===== config.mk =====
export PLATFORM = sky130hd
export DESIGN_NAME = data_mem_lsu
export DESIGN_NICKNAME = d
export VERILOG_FILES = /design/src/rtl/data_mem_lsu.sv
export SDC_FILE = /design/constraint.sdc
export NUM_CORES = 1
export LEC_CHECK = 0
export BUFFER_PORTS_ARGS = -buffer_cell sky130_fd_sc_hd__clkbuf_2
export CAP_MARGIN = 5
export CORE_MARGIN = 2
export CORE_UTILIZATION = 60
export DETAILED_ROUTE_END_ITERATION = 7
export GPL_ROUTABILITY_DRIVEN = 1
export PLACE_DENSITY = 0.86
export SYNTH_ARGS = -nofsm -noshare
export SYNTH_HDL_FRONTEND = slang
export SYNTH_SLANG_ARGS = --single-unit

===== constraint.sdc =====
create_clock -name clk_i -period 6.9 [get_ports clk_i]
set_clock_uncertainty 0.1 [all_clocks]
set_input_delay 1.38 -clock clk_i [delete_from_list [all_inputs] [get_ports clk_i]]
set_output_delay 1.38 -clock clk_i [all_outputs]
set_load 0.02 [all_outputs]

===== src/rtl/data_mem_lsu.sv =====
// Load/store unit in front of the byte-addressable data memory: splits
// word-straddling accesses into two word cycles and aligns/extends load data.
module data_mem_lsu #(
    parameter int ADDR_W = 13
) (
    input  logic              clk_i,
    input  logic              rst_ni,
    input  logic              req_i,
    output logic              gnt_o,
    input  logic              we_i,
    input  logic [1:0]        size_i,
    input  logic              unsigned_i,
    input  logic [ADDR_W-1:0] addr_i,
    input  logic [31:0]       wdata_i,
    output logic              rvalid_o,
    output logic [31:0]       rdata_o,
    output logic              err_o,
    output logic              mem_write_o,
    output logic [3:0]        mem_be_o,
    output logic [ADDR_W-1:0] mem_addr_o,
    output logic [31:0]       mem_wdata_o,
    input  logic [31:0]       mem_rdata_i
);

    typedef enum logic [1:0] {IDLE, ACC0, ACC1, RESP} state_t;

    state_t              r_state, w_next;
    logic                r_we, r_uns;
    logic [1:0]          r_size;
    logic [ADDR_W-1:0]   r_addr;
    logic [31:0]         r_wdata, r_lo, r_hi;
    logic [ADDR_W-1:0]   r_addr_hold;
    logic [31:0]         r_wdata_hold;
    logic                r_rvalid, r_err;
    logic [31:0]         r_rdata;

    logic [3:0]          w_mask4;
    logic [7:0]          w_mask8;
    logic [63:0]         w_win;
    logic                w_split;
    logic [ADDR_W-3:0]   w_word1;
    logic [31:0]         w_lo, w_hi, w_sh, w_ext;
    logic                w_rvalid_d, w_err_d;
    logic [31:0]         w_rdata_d;

    always_comb begin
        unique case (r_size)
            2'b00:   w_mask4 = 4'b0001;
            2'b01:   w_mask4 = 4'b0011;
            2'b10:   w_mask4 = 4'b1111;
            default: w_mask4 = 4'b0000;
        endcase
    end

    assign w_mask8 = {4'b0000, w_mask4} << r_addr[1:0];
    assign w_win   = {32'b0, r_wdata} << {r_addr[1:0], 3'b000};
    assign w_split = |w_mask8[7:4];
    // Second word wraps from the top of memory back to word 0.
    assign w_word1 = r_addr[ADDR_W-1:2] + {{(ADDR_W-3){1'b0}}, 1'b1};

    // State register
    always_ff @(posedge clk_i or negedge rst_ni) begin
        if (!rst_ni) r_state <= IDLE;
        else         r_state <= w_next;
    end

    // Next-state logic
    always_comb begin
        w_next = r_state;
        unique case (r_state)
            IDLE: if (req_i) w_next = (size_i == 2'b11) ? RESP : ACC0;
            ACC0: w_next = w_split ? ACC1 : RESP;
            ACC1: w_next = RESP;
            RESP: w_next = IDLE;
            default: w_next = IDLE;
        endcase
    end

    // Output logic; address/data hold their last driven values when idle.
    always_comb begin
        gnt_o       = (r_state == IDLE);
        mem_write_o = 1'b0;
        mem_be_o    = 4'b0000;
        mem_addr_o  = r_addr_hold;
        mem_wdata_o = r_wdata_hold;
        unique case (r_state)
            ACC0: begin
                mem_write_o = r_we;
                mem_be_o    = w_mask8[3:0];
                mem_addr_o  = {r_addr[ADDR_W-1:2], 2'b00};
                mem_wdata_o = w_win[31:0];
            end
            ACC1: begin
                mem_write_o = r_we;
                mem_be_o    = w_mask8[7:4];
                mem_addr_o  = {w_word1, 2'b00};
                mem_wdata_o = w_win[63:32];
            end
            default: ;
        endcase
    end

    // Response is computed on the way into RESP using the word read this cycle.
    assign w_lo = (r_state == ACC0) ? mem_rdata_i : r_lo;
    assign w_hi = (r_state == ACC1) ? mem_rdata_i : r_hi;
    assign w_sh = 32'({w_hi, w_lo} >> {r_addr[1:0], 3'b000});

    always_comb begin
        unique case (r_size)
            2'b00:   w_ext = {{24{w_sh[7]  & ~r_uns}}, w_sh[7:0]};
            2'b01:   w_ext = {{16{w_sh[15] & ~r_uns}}, w_sh[15:0]};
            2'b10:   w_ext = w_sh;
            default: w_ext = 32'b0;
        endcase
    end

    assign w_rvalid_d = (w_next == RESP);
    assign w_err_d    = (r_state == IDLE) && req_i && (size_i == 2'b11);
    assign w_rdata_d  = (w_rvalid_d && (r_state != IDLE) && !r_we) ? w_ext : 32'b0;

    always_ff @(posedge clk_i or negedge rst_ni) begin
        if (!rst_ni) begin
            r_we         <= 1'b0;
            r_uns        <= 1'b0;
            r_size       <= 2'b00;
            r_addr       <= '0;
            r_wdata      <= 32'b0;
            r_lo         <= 32'b0;
            r_hi         <= 32'b0;
            r_addr_hold  <= '0;
            r_wdata_hold <= 32'b0;
            r_rvalid     <= 1'b0;
            r_err        <= 1'b0;
            r_rdata      <= 32'b0;
        end else begin
            if (r_state == IDLE && req_i) begin
                r_we    <= we_i;
                r_uns   <= unsigned_i;
                r_size  <= size_i;
                r_addr  <= addr_i;
                r_wdata <= wdata_i;
            end
            if (r_state == ACC0) r_lo <= mem_rdata_i;
            if (r_state == ACC1) r_hi <= mem_rdata_i;
            r_addr_hold  <= mem_addr_o;
            r_wdata_hold <= mem_wdata_o;
            r_rvalid     <= w_rvalid_d;
            r_err        <= w_err_d;
            r_rdata      <= w_rdata_d;
        end
    end

    assign rvalid_o = r_rvalid;
    assign rdata_o  = r_rdata;
    assign err_o    = r_err;

endmodule


==> results of run 1 <==
==> kinds of logic (layout without fill, tap and decap cells) <==
| kind of cell | after synthesis | in the layout |
|---|---|---|
| DFF | 186 | 186 |
| muxes | 165 | 165 |
| AOI/OAI and AO/OA | 141 | 141 |
| and+or+nand+nor | 130 | 130 |
| buffers and inverters | 70 | 231 |
| adders and majority gates | 8 | 8 |
| xor gates and xnor gates | 4 | 4 |
==> report_power, final <==
group          internal, mW  switching, mW  leakage, nW  total (mW)
registers              1.59          0.293         2.30        1.88
clock network         0.496          0.428        0.269       0.924
logic                  1.44           2.02         2.08        3.46
==> registers in the layout (all words and copies together), names as in the netlist, 2 cells and up <==
name	count
r_hi	24
r_wdata	32
r_lo	32
rdata_o	32
r_addr	13
r_state	2
r_size	2
r_wdata_hold	32
r_addr_hold	13
==> worst max-delay path by stage <==
stage,from,to,slack [ns]
3_3_place_gp,r_state[1],mem_wdata_o[6],2.56
4_1_cts,r_state[1],mem_wdata_o[6],2.00
5_1_grt,r_state[1],mem_wdata_o[6],1.79
3_5_place_dp,r_state[1],mem_wdata_o[6],2.46
2_1_floorplan,r_state[0],mem_addr_o[7],3.26
6_report,r_state[1],mem_wdata_o[6],1.96
==> synth_stat cells, drive strengths merged, types with 2 or more instances <==
cell type  instances
nand2b             2
ha                 8
o221ai             4
nand3             10
mux2             122
nor2              44
o22ai              6
o32ai              2
mux4              31
nor3              11
a32oi              2
a21oi             67
a31oi              6
a2bb2oi            5
o2bb2ai            9
nor2b             17
clkbuf            26
mux2i             12
nor4               2
o21ai             11
buf               22
a22o               2
dfrtp            186
or4                2
or2                2
nand2             35
xnor2              3
a22oi             21
and2               2
inv               21
==> cell usage in the layout, fill, tap and decap left out, drive strengths merged, types with 2 or more instances in the layout <==
cell	synthesis	final
dfrtp	186	186
mux4	31	31
nor4	2	2
or2	2	2
and2	2	2
xnor2	3	3
o21ai	11	11
a32oi	2	2
a22oi	21	21
nand2	35	35
clkinvlp	0	2
nor2	44	44
clkbuf	26	189
o22ai	6	6
or4	2	2
nand3	10	10
nand2b	2	2
o2bb2ai	9	9
mux2	122	122
a31oi	6	6
mux2i	12	12
a21oi	67	67
clkinv	1	4
inv	21	26
o32ai	2	2
nor2b	17	17
a2bb2oi	5	5
buf	22	10
ha	8	8
a22o	2	2
nor3	11	11
o221ai	4	4
==> cell type report <==
class,count,area [µm²],share of cell area
clock inverter,10,81.3,0.00791
sequential,186,4660,0.453
clock buffer,22,474,0.0461
inverter,22,82.6,0.00803
multi-input combinational,448,3840,0.374
tap,184,230,0.0224
timing repair buffer,177,915,0.0889
==> per-stage QoR <==
| stage | cells | hold WS [ns] | total power [mW] | util |
|---|---|---|---|---|
| 6_report | 1049 | 0.394 | 6.27 | 0.713 |
| 2_1_floorplan | 704 | 0.368 | 4.40 | - |
| 3_5_place_dp | 1017 | 0.384 | 5.31 | 0.674 |
| 4_1_cts | 1049 | 0.400 | 6.25 | 0.713 |
| 5_1_grt | 1049 | 0.412 | 6.63 | 0.713 |
| 3_3_place_gp | 1017 | 0.376 | 5.21 | 0.674 |
==> routing by layer <==
layer / GRT usage / routed length, µm / share of wire
met1: 0.353 / 8530 / 0.41
met4: 0.131 / 707 / 0.034
met5: 0 / 0 / 0
met3: 0.0693 / 1560 / 0.074
met2: 0.435 / 10200 / 0.48
==> metrics, run 1 <==
outcome finished clean; Hold Path Sink r_hi[17]; R2R depth 7; worst hold path type reg -> reg; Initial Util 0.609; hold-critical path depth 1; drt pass-1 iters 5; Hold Crit Start r_hi[17]; Final nets 944; dpl hpwl about 14000 µm; Syn. warnings 0; fmax 203 MHz; Crit path depth 8; clk slew on worst S/H paths ~0.07 ns; ratio of cells with drive above 1 in the final layout 0.430; clk sinks between 150 and 200; Via Count around 6500; Antenna Nets Post-Route 0; vias in the first global route between 6000 and 7000; number of CTS-inserted buffers 17; # hold bufs at CTS 0; final worst-path cycle share 0.716; synth top area cells dfrtp_1 (53%), mux2_2 (16%), mux4_2 (8.0%); sequence of cells on the critical path inv_1 -> ha_2 -> buf_4 -> clkinv_1 -> nor3_1 -> a22oi_1 -> a21oi_1 -> clkbuf_2; Compound-Gate Fraction of Synth Area 0.103; Cells after Synth 704; crit-path max cell delay 0.70 ns; synthesized area 8780 µm²; largest net degree at the start of global routing 84; post-synthesis sequential area ratio 0.530; placed cell area slightly below 10000 µm²; Worst Path Arrival 3.46 ns; DR iter-0 viols about 490; unrepaired setup endpoints after global routing false; PortBufs ~170; Top FF cell, synth dfrtp_1; kind of cell adding the most delay to the critical path buffers and inverters; area leader, netlist dfrtp_1; Die Wd roughly 120 µm; Final Hold Vio Count 0; Row Count 44; Die ar. 15600 µm²; WP data required 5.42 ns; Synth Area in XOR/XNOR 0.00399; main combinational cell family by area after synthesis multiplexers; R2R Setup Slk 3.54 ns; Finished Cell Area a little over 10000 µm²; first-pass GRT wire length around 33000 µm; initial antenna violation count 0; worst reg2reg path startpoint r_state[1]; grt total ovfl 0; drt wl/cell 20.0 µm; max_slew headroom 0.255; # resized after CTS 0; Mapped Nets 796; htree depth 4; placer congestion estimate 0.842; slowest CP cell nor3_1; chip height between 100 and 150 µm; I/O pins 169; area fraction of the dominant cell type after synthesis 0.530; Post-Synth Simple-Gate Area 0.0677; DR vias/cell 6.15; drt total wl about 21000 µm; post-synthesis adder-cell area fraction 0.0114; Worst setup EP type output pin; Layout area overhead 17.1%; # DRC 0; number of synthesized flops with an enable pin 0; syn avg cell area 12.5 µm²; Core ar. between 10000 and 15000 µm²; Longest Clk Path Bufs 2; Clock Latency Late Sink 0.45 ns; Static Leak 4.65 nW; diodes inserted 0; crit-path max FO just under 50; Setup Buffers After CTS 0; unique cell type count in the Yosys netlist 48; asr flop ratio synth 1.00; PnR worst setup slack 1.96 ns; Least-Margin Pin Slew 1.12 ns; VDD IR-drop max between 0.4 and 0.5 mV; Filler Cells Inserted 990; final setup fails 0; max-slew violations 0; critical path class reg -> out; max_cap viols 0; DP Worst Slack 2.46 ns; TritonCTS clock tree built; power density over cell area 610 nW/µm²; Yosys reg bits 186; Final min period 4.94 ns; Setup TNS Final 0 ns; Crit path buffers/inverters 4; total track usage 0.272; root buf cell clkbuf_16; reg2reg end rdata_o[26]; mux share of post-synthesis cell area 0.250; Worst setup SP type flip-flop
No activity file was read; power rests on OpenSTA's default activity.
==> run 2: changes to the inputs <==
- CORE_UTILIZATION: 60 -> 56
- PLACE_DENSITY: 0.86 -> 0.81
- clock period: 6.9 -> 4.73 ns (I/O delays scaled with it)
==> metrics, run 2 (same netlist as run 1, synthesis figures left out) <==
Crit path buffers/inverters 3; most frequent cells in the layout dfrtp_1 (184), clkbuf_2 (167), mux2_2 (121); Worst setup EP type output pin; diodes inserted 0; Antenna Nets Post-Route 0; slowest CP cell buf_4; fin util 0.683; kind of cell adding the most delay to the critical path buffers and inverters; # resized after CTS 0; max_cap viols 0; critical path class reg -> out; crit-path max cell delay 0.53 ns; I/O pins 169; unrepaired setup endpoints after global routing false; total track usage 0.267; Die Wd 129 µm; Worst Path Arrival approximately 3.0 ns; first-pass GRT wire length 34100 µm; Die ar. 16700 µm²; Final min period 4.05 ns; # hold bufs at CTS 0; placer congestion estimate 0.860; clk sinks 186; ratio of cells with drive above 1 in the final layout 0.433; worst reg2reg path startpoint r_state[1]; power density over cell area 893 nW/µm²; Layout area overhead 18.6%; DR vias/cell 5.93; fmax between 200 and 250 MHz; Final Hold Vio Count 0; Final nets 947; Fin Hold WS between 0.3 and 0.4 ns; grt total ovfl 0; Worst setup SP type flip-flop; WP data required 3.68 ns; vias in the first global route about 6500; TritonCTS clock tree built; # DRC 0; largest net degree at the start of global routing 95; DR iter-0 viols 442; max_slew headroom 0.255; number of CTS-inserted buffers 17; clk slew on worst S/H paths 0.07 ns; initial antenna violation count 0; root buf cell clkbuf_16; max-slew violations 0; final worst-path cycle share 0.855; htree depth 4; Hold Crit Start r_hi[17]; Core ar. around 15000 µm²; drt wl/cell approximately 20 µm; Initial Util 0.575; crit-path max FO 48; Clock Latency Late Sink 0.43 ns; Setup TNS Final 0 ns; worst hold path type reg -> reg; VDD IR-drop max roughly 0.7 mV; commonest non-fill, non-tap cell in the layout dfrtp_1; chip height 129 µm; drt pass-1 iters 5; outcome finished clean; Longest Clk Path Bufs 2; dpl hpwl 14500 µm; Worst Setup SP r_state[1]; PortBufs 168; final setup fails 0; sequence of cells on the critical path inv_1 -> ha_2 -> buf_4 -> nand2_1 -> nor3_1 -> a21oi_1 -> o21ai_0 -> clkbuf_2; Setup Buffers After CTS 0; Least-Margin Pin Slew 1.12 ns; Via Count ~6400; drt total wl around 21000 µm; Row Count 45; Static Leak 4.71 nW
==> run 2: path summary, 6_finish.rpt <==
kind | cells after the start | endpoint | slack [ns]
max | 8 | mem_wdata_o[3] | 0.68
min | 1 | r_hi[17] | 0.40
max reg2reg | 7 | rdata_o[30] | 1.47
min reg2reg | 1 | r_hi[17] | 0.40
max in group asynchronous | 2 | r_wdata[8] | 3.17
min in group asynchronous | 1 | rdata_o[3] | 0.50
==> run 2: per-layer routing <==
metal / GRT usage / wire length [µm]
met1: 0.359 / 8960
met3: 0.0504 / 1240
met2: 0.433 / 10500
met4: 0.107 / 476
met5: 0 / 0
==> run 2: area by class of cell <==
| cell class | instances | area [µm²] |
|---|---|---|
| clock buffer | 20 | 457 |
| clock inverter | 12 | 163 |
| fill | 1099 | 4840 |
| inverter | 22 | 82.6 |
| multi-input combinational | 448 | 3840 |
| sequential | 186 | 4660 |
| tap | 211 | 264 |
| timing repair buffer | 180 | 950 |
==> run 2: power by group <==
group          total [mW]  internal, mW  switching (mW)
Sequential           2.80          2.32           0.482
Clock                1.47         0.867           0.602
Combinational        5.03          2.12            2.91
Total                9.30          5.31            3.99
==> run 2: stage by stage <==
stage	power (mW)	setup slack, ns	cells	instance area [µm²]
finish	9.30	0.685	1079	10400
global route	9.88	0.470	1079	10400
CTS	9.29	0.685	1079	10400
detailed placement	7.78	1.16	1047	9800
global placement	7.64	1.25	1047	9800
floorplan	6.42	1.52	704	8780
